--- config.mk ---
export PLATFORM = sky130hd
export DESIGN_NAME = demux_using_reg
export DESIGN_NICKNAME = d
export VERILOG_FILES = /design/src/rtl/demux_pkg.sv /design/src/rtl/demux_slot.sv /design/src/rtl/demux_using_reg.sv
export SDC_FILE = /design/constraint.sdc
export NUM_CORES = 1
export LEC_CHECK = 0
export ABC_AREA = 1
export BUFFER_PORTS_ARGS = -buffer_cell sky130_fd_sc_hd__buf_2
export CAP_MARGIN = 10
export CORE_ASPECT_RATIO = 0.8
export CORE_UTILIZATION = 50
export DETAILED_ROUTE_END_ITERATION = 8
export GPL_TIMING_DRIVEN = 0
export PLACE_DENSITY = 0.77
export SYNTH_ARGS = -nofsm -noshare
export SYNTH_HDL_FRONTEND = slang
export SYNTH_HIERARCHICAL = 1
export SYNTH_SLANG_ARGS = --single-unit
--- constraint.sdc ---
create_clock -name clk -period 2.47 [get_ports clk]
set_input_delay 0.494 -clock clk [delete_from_list [all_inputs] [get_ports clk]]
set_output_delay 0.494 -clock clk [all_outputs]
set_load 0.01 [all_outputs]
--- src/rtl/demux_pkg.sv ---
// Shared defaults and helpers for the registered 1:N demultiplexer.
package demux_pkg;

    localparam int unsigned DEMUX_WIDTH = 8;
    localparam int unsigned DEMUX_N_OUT = 4;
    localparam int unsigned DEMUX_SEL_W = 2;
    localparam int unsigned DEMUX_CNT_W = 16;

    // Increment that sticks at the all-ones value of a w-bit counter (w <= 32).
    function automatic logic [31:0] sat_inc(input logic [31:0] val, input int unsigned w);
        logic [31:0] max_val;
        max_val = (32'd1 << w) - 32'd1;
        return (val == max_val) ? val : val + 32'd1;
    endfunction

endpackage

--- src/rtl/demux_slot.sv ---
// One-entry holding register: load wins over drain, so a lane can refill while it empties.
module demux_slot #(
    parameter int unsigned Width = 8
) (
    input  logic             clk_i,
    input  logic             rst_ni,
    input  logic [Width-1:0] data_i,
    input  logic             load_i,
    input  logic             drain_i,
    output logic [Width-1:0] data_o,
    output logic             valid_o
);

    logic [Width-1:0] data_d, data_q;
    logic             valid_d, valid_q;

    always_comb begin
        data_d  = data_q;
        valid_d = valid_q;
        if (drain_i) begin
            valid_d = 1'b0;
        end
        if (load_i) begin
            data_d  = data_i;
            valid_d = 1'b1;
        end
    end

    always_ff @(posedge clk_i or negedge rst_ni) begin
        if (!rst_ni) begin
            data_q  <= '0;
            valid_q <= 1'b0;
        end else begin
            data_q  <= data_d;
            valid_q <= valid_d;
        end
    end

    assign data_o  = data_q;
    assign valid_o = valid_q;

endmodule

--- src/rtl/demux_using_reg.sv ---
// Registered 1:N demultiplexer with per-lane holding slots, drop handling and saturating counters.
module demux_using_reg
    import demux_pkg::*;
#(
    parameter int unsigned WIDTH = DEMUX_WIDTH,
    parameter int unsigned N_OUT = DEMUX_N_OUT,
    parameter int unsigned SEL_W = DEMUX_SEL_W,
    parameter int unsigned CNT_W = DEMUX_CNT_W
) (
    input  logic                   clk,
    input  logic                   reset_n,
    input  logic [WIDTH-1:0]       din,
    input  logic [SEL_W-1:0]       din_sel,
    input  logic                   din_valid,
    output logic                   din_ready,
    output logic [N_OUT*WIDTH-1:0] dout,
    output logic [N_OUT-1:0]       dout_valid,
    input  logic [N_OUT-1:0]       dout_ready,
    output logic                   drop_pulse,
    output logic [CNT_W-1:0]       acc_cnt,
    output logic [CNT_W-1:0]       drop_cnt
);

    logic [N_OUT-1:0] sel_hot;
    logic [N_OUT-1:0] lane_free;
    logic [N_OUT-1:0] load;
    logic             in_range;
    logic             accept;
    logic             drop;
    logic             drop_pulse_d, drop_pulse_q;
    logic [CNT_W-1:0] acc_cnt_d, acc_cnt_q;
    logic [CNT_W-1:0] drop_cnt_d, drop_cnt_q;

    // Ready is a combinational mux of the selected lane's free state; out-of-range
    // selects are always accepted so they can be discarded.
    always_comb begin
        sel_hot = '0;
        for (int unsigned k = 0; k < N_OUT; k++) begin
            sel_hot[k] = (32'(din_sel) == k);
        end
        in_range     = |sel_hot;
        lane_free    = ~dout_valid | dout_ready;
        din_ready    = in_range ? |(sel_hot & lane_free) : 1'b1;
        accept       = din_valid && din_ready;
        load         = sel_hot & {N_OUT{accept}};
        drop         = accept && !in_range;
        drop_pulse_d = drop;
        acc_cnt_d    = acc_cnt_q;
        drop_cnt_d   = drop_cnt_q;
        if (|load) begin
            acc_cnt_d = CNT_W'(sat_inc(32'(acc_cnt_q), CNT_W));
        end
        if (drop) begin
            drop_cnt_d = CNT_W'(sat_inc(32'(drop_cnt_q), CNT_W));
        end
    end

    always_ff @(posedge clk or negedge reset_n) begin
        if (!reset_n) begin
            drop_pulse_q <= 1'b0;
            acc_cnt_q    <= '0;
            drop_cnt_q   <= '0;
        end else begin
            drop_pulse_q <= drop_pulse_d;
            acc_cnt_q    <= acc_cnt_d;
            drop_cnt_q   <= drop_cnt_d;
        end
    end

    for (genvar k = 0; k < N_OUT; k++) begin : g_lane
        demux_slot #(
            .Width(WIDTH)
        ) u_slot (
            .clk_i  (clk),
            .rst_ni (reset_n),
            .data_i (din),
            .load_i (load[k]),
            .drain_i(dout_valid[k] && dout_ready[k]),
            .data_o (dout[k*WIDTH +: WIDTH]),
            .valid_o(dout_valid[k])
        );
    end

    assign drop_pulse = drop_pulse_q;
    assign acc_cnt    = acc_cnt_q;
    assign drop_cnt   = drop_cnt_q;

endmodule

# After elaboration in Yosys (flattened, before gate mapping)

Index checks and enable logic that the tools add are counted.

Add/sub/neg operators: 2
Equality and inequality tests: 5
Multiplexer cells: 9
Bitwise logic cells: 6
Reductions and logical operators: 17

Operator list:

| kind                    | count |
|---|---|
| $add A16 B1 Y16 const B | 2 |
| $eq A16 B16 Y1 const B  | 2 |
| $reduce_or A4 Y1        | 3 |
| $mux W1                 | 9 |
| $and A4 B4 Y4           | 2 |
| $reduce_bool A2 Y1      | 4 |
| $logic_and A1 B1 Y1     | 6 |
| $eq A2 B2 Y1 const B    | 2 |
| $not A4 Y4              | 1 |
| $or A4 B4 Y4            | 1 |
| $reduce_and A2 Y1       | 2 |
| $eq A2 B1 Y1 const B    | 1 |
| $logic_not A2 Y1        | 1 |
| $not A1 Y1              | 2 |
| $logic_not A1 Y1        | 1 |

Bits in registers: 69
Input bits: 17
Logic and storage cells: 50

# Logic depth before layout (Yosys ltp)

Word-level depth: 9
Mapped depth: 10

# Cells and area by module

The synthesis kept the hierarchy.

By module, submodules not included:

| module          | times used | cells an instance | area each (um^2) | seq. area each (um^2) |
|---|---|---|---|---|
| demux_using_reg | 1          | 211               | 1702.9           | 825.8 |
| demux_slot      | 4          | 38                | 341.6            | 225.2 |

# Worst setup path before layout

Ideal clock, no wire load.

Path type: reg2reg
From: reg acc_cnt_q[0] (netlist: acc_cnt[0])
To: reg acc_cnt_q[3] (netlist: acc_cnt[3])
Library setup time: 0.065 ns
Arrival: 1.488 ns
Slack: 0.917 ns
Cell stages (with the launch flop): 9
Cell sequence: dfrtp_1 ha_1 inv_1 nor2_4 nand4_4 nand2_4 buf_12 nand2_1 nand2_1

Word-level cells in the longest chain between the ends: 3
Elaborated cells between the ends (all ways): 4
Those cells by class: 1 x add/sub; 1 x eq/ne; 1 x bitwise; 1 x reduce/logical

RTL lines:

| item                                                                    | RTL line              | RTL |
|---|---|---|
| from (decl)                                                             | demux_using_reg.sv:31 | `logic [CNT_W-1:0] acc_cnt_d, acc_cnt_q;` |
| from (signal assigned)                                                  | demux_using_reg.sv:65 | `acc_cnt_q <= acc_cnt_d;` |
| parallel branches: the longest is 3 deep, another holds $add A16 B1 Y16 | n/a                   |  |

Parallel ways; which one is timed is not known.
A chain may end at the register's enable or synchronous reset.

# Worst setup path in the final report

From: reg g_lane[0].u_slot.valid_q
To: out din_ready

Word-level cells in the longest chain between the ends: 5

RTL lines:

| item                   | RTL line              | RTL |
|---|---|---|
| from (decl)            | demux_slot.sv:15      | `logic valid_d, valid_q;` |
| from (signal assigned) | demux_slot.sv:35      | `valid_q <= valid_d;` |
| $not A4 Y4             | demux_using_reg.sv:42 | `lane_free = ~dout_valid \| dout_ready;` |
| $or A4 B4 Y4           | demux_using_reg.sv:42 |  |
| $and A4 B4 Y4          | demux_using_reg.sv:43 | `din_ready = in_range ? \|(sel_hot & lane_free) : 1'b1;` |
| $reduce_or A4 Y1       | demux_using_reg.sv:43 |  |
| $mux W1                | demux_using_reg.sv:43 |  |
| to (decl)              | demux_using_reg.sv:15 | `output logic din_ready,` |

Every way passes these cells.

==> impl_metrics.yaml <==
setup_path:
  start_kind: "register"
  r2r_slack_ps: 720
  worst-endpoint-arrival_ps: 1370
  crit_type: "register to primary output"
  required_ps: 1980
  rr_worst_depth: 8
  r2r_start: "acc_cnt[0]$_DFFE_PN0P_"
  r2r_end: "acc_cnt[2]$_DFFE_PN0P_"
  cp-endpoint: "din_ready"
  crit_path_start: "g_lane[0].u_slot/valid_o$_DFFE_PN0P_"
  crit_path_end_kind: "primary output"
  crit_path_max_fanout: 4
routing:
  drc: 0
  vias: 2506
  wl_mm: 6.63
  ant_nets: 0
  avgRoutedWirePerCell_um: 12.1
  firstDrtPassIters: 5
  vias_per_cell: 4.59
  drt_iter0_drc: 137
clocking:
  cts_setup_buffers: 0
  clock_path_buffers: 2
  hold_buffers: 0
  cts_sinks: 69
  clock-root-buffer: "clkbuf_8"
  htree_levels: 3
  numCtsBuffers: 9
  insertion_delay_ps: 340
  cts_tree: "done"
  path_clk_slew_ps: 80
  ctsResizeCount: 0
logic_synthesis:
  postSynthCellCount: 363
  synth_seq_cells: 69
  synth_top_cell_by_area: "dfrtp_1"
  yosysWarningCount: 6
  seq_area_frac_synth_pct: 56.3
  yosysUniqueCellTypes: 23
  syn_area_um2: 3070
  syn-num-nets: 381
  ys_top_cells_by_area: "dfrtp_1 (56%), nand2_1 (22%), inv_1 (2.8%)"
  netlist.area_leader.share_pct: 56.3
  syn-mean-instance-area_um2: 8.46
run:
  maxCapViolations: 0
timing:
  rsz0062_at_grt: "false"
  worst_pin_slew_ps: 848
  fmax_ghz: 0.537
  finalClockSkew_ps: 5.12
  fin_crit_sh_pct: 75.4
  hold_viol: 0
  worst_slack_ps: 608
  slew_headroom_pct: 43.4
  setup_viol: 0
  finalMaxSlewViolations: 0
  fin_crit_ps: 1860
  final.setup.tns_ps: 0
min_path:
  hold_path_class: "input pin to async pin"
grt:
  grt_pass1_wl_mm: 10.9
  grt_usage_pct: 22.7
  grt_max_degree: 70
  grt-ovfl-total: 0
  grt_antenna_before_repair: 0
  grt_pass1_vias: 2273
cells_and_area:
  finalInstanceArea_um2: 3830
  fin_nets: 478
  fillCellCount: 528
  drive_gt1_share_pct: 27.7
  antenna_cells: 0
  area_growth_pct: 24.9
floorplan:
  core_area_um2: 5910
  num_io_pins: 87
  fp.dieW_um: 89.6
  die_y_um: 72.1
  start_util_pct: 51.9
  dieArea_um2: 6460
  fp-row-count: 25
placement:
  placed_area_um2: 3600
  globalplace.congestion: 0.863
  dp_slack_ps: 649
  io_buffers: 86
  dp_hpwl_mm: 4.73
power_and_ir_drop:
  ir_worst_vdd_mv: 0.489
  p_leak_uw: 0.00221
  cellPowerDensity_nw_per_um2: 851
outcome:
  status: "completed"
[cell usage after synthesis]
library cell    n
ha_1            1
nor3_1          3
xor2_1          4
nor2_1         19
nand4_4         1
clkbuf_1       16
xnor2_1         7
o21ai_2         1
inv_2           5
o21ai_0         3
nor2_4          3
nand2_1       176
nor3_4          1
conb_1          1
inv_1          23
dfrtp_1        69
nor2_8          1
buf_6           4
nor2_2          1
nand2_4         1
nand3_1        14
buf_12          1
nand2_2         8
[critical path, stage by stage (launching register included)]
cell	delay [ps]
dfrtp_1	390
nand2_1	70
nand2_1	70
nand2_2	80
nor2_2	240
inv_1	60
buf_2	140
[final cells by class]
class	count	area, µm²	area share (%)
clock buffers	9	124	3.23
repair buffers	86	433	11.3
inverters	28	105	2.74
clock inverters	7	106	2.77
well taps	81	101	2.64
plain buffers	21	125	3.26
multi-input cells	245	1110	29.0
flip-flops and latches	69	1730	45.0
[state kept, by name, summed over array words and instances (netlist names)]
| name | count |
|---|---|
| drop_pulse | 1 |
| drop_cnt | 16 |
| acc_cnt | 16 |
| g_lane.u_slot/data_o | 32 |
| g_lane.u_slot/valid_o | 4 |
[power by group]
part	internal, µW	switching (µW)	total (µW)
Clock	586	461	1050
Combinational	293	441	734
Sequential	1330	150	1480
[logic make-up after synthesis]
kind of cell	Yosys count	synth area share (%)
AO/OA/AOI/OAI	4	0.774
XOR/XNOR	11	3.14
adder cells (fa/ha/maj)	1	0.408
buffers and inverters	49	7.50
flip-flops	69	56.3
other	1	0.122
AND/OR/NAND/NOR	228	31.8
[placed cells by master (no fill, tap or decap), drive strengths merged]
| cell | n |
|---|---|
| nand2 | 185 |
| buf | 91 |
| dfrtp | 69 |
| inv | 31 |
| clkbuf | 25 |
| nor2 | 24 |
| nand3 | 14 |
| xnor2 | 7 |
| xor2 | 4 |
| nor3 | 4 |
| o21ai | 4 |
| bufinv | 2 |
| clkinv | 2 |
| nand4 | 1 |
| ha | 1 |
| conb | 1 |
[how the worst min path moves through the flow]
stage | from | cells past startpoint | slack (ps) | end
finish | reset_n | 1 | 250 | g_lane[3].u_slot/data_o[4]$_DFFE_PN0P_
global route | reset_n | 1 | 310 | g_lane[3].u_slot/data_o[4]$_DFFE_PN0P_
CTS | reset_n | 1 | 280 | g_lane[3].u_slot/valid_o$_DFFE_PN0P_
detailed placement | drop_cnt[15]$_DFFE_PN0P_ | 1 | 440 | drop_cnt[15]$_DFFE_PN0P_
global placement | drop_cnt[7]$_DFFE_PN0P_ | 1 | 440 | drop_cnt[7]$_DFFE_PN0P_
floorplan | reset_n | 0 | 200 | acc_cnt[0]$_DFFE_PN0P_
[metrics by stage]
stage / hold slack (ps) / util [%] / power (µW) / std cells
final: 255 / 64.8 / 3260 / 546
after global routing: 310 / 64.8 / 3470 / 546
after CTS: 284 / 64.8 / 3310 / 546
after detailed placement: 441 / 61.0 / 2240 / 530
after global placement: 435 / 60.9 / 2210 / 530
after floorplan: 198 / - / 1900 / 363
[routing by layer]
| metal | wire length [µm] | vias up | GRT usage [%] | share of wire [%] |
|---|---|---|---|---|
| li1 | - | 1275 | - | - |
| met1 | 3210 | 1165 | 33.4 | 48 |
| met2 | 3060 | 58 | 32.7 | 46 |
| met3 | 254 | 8 | 5.69 | 3.8 |
| met4 | 106 | 0 | 8.11 | 1.6 |
| met5 | 0 | - | 0 | 0 |
Note: power is estimated with default switching activity, not from simulation.
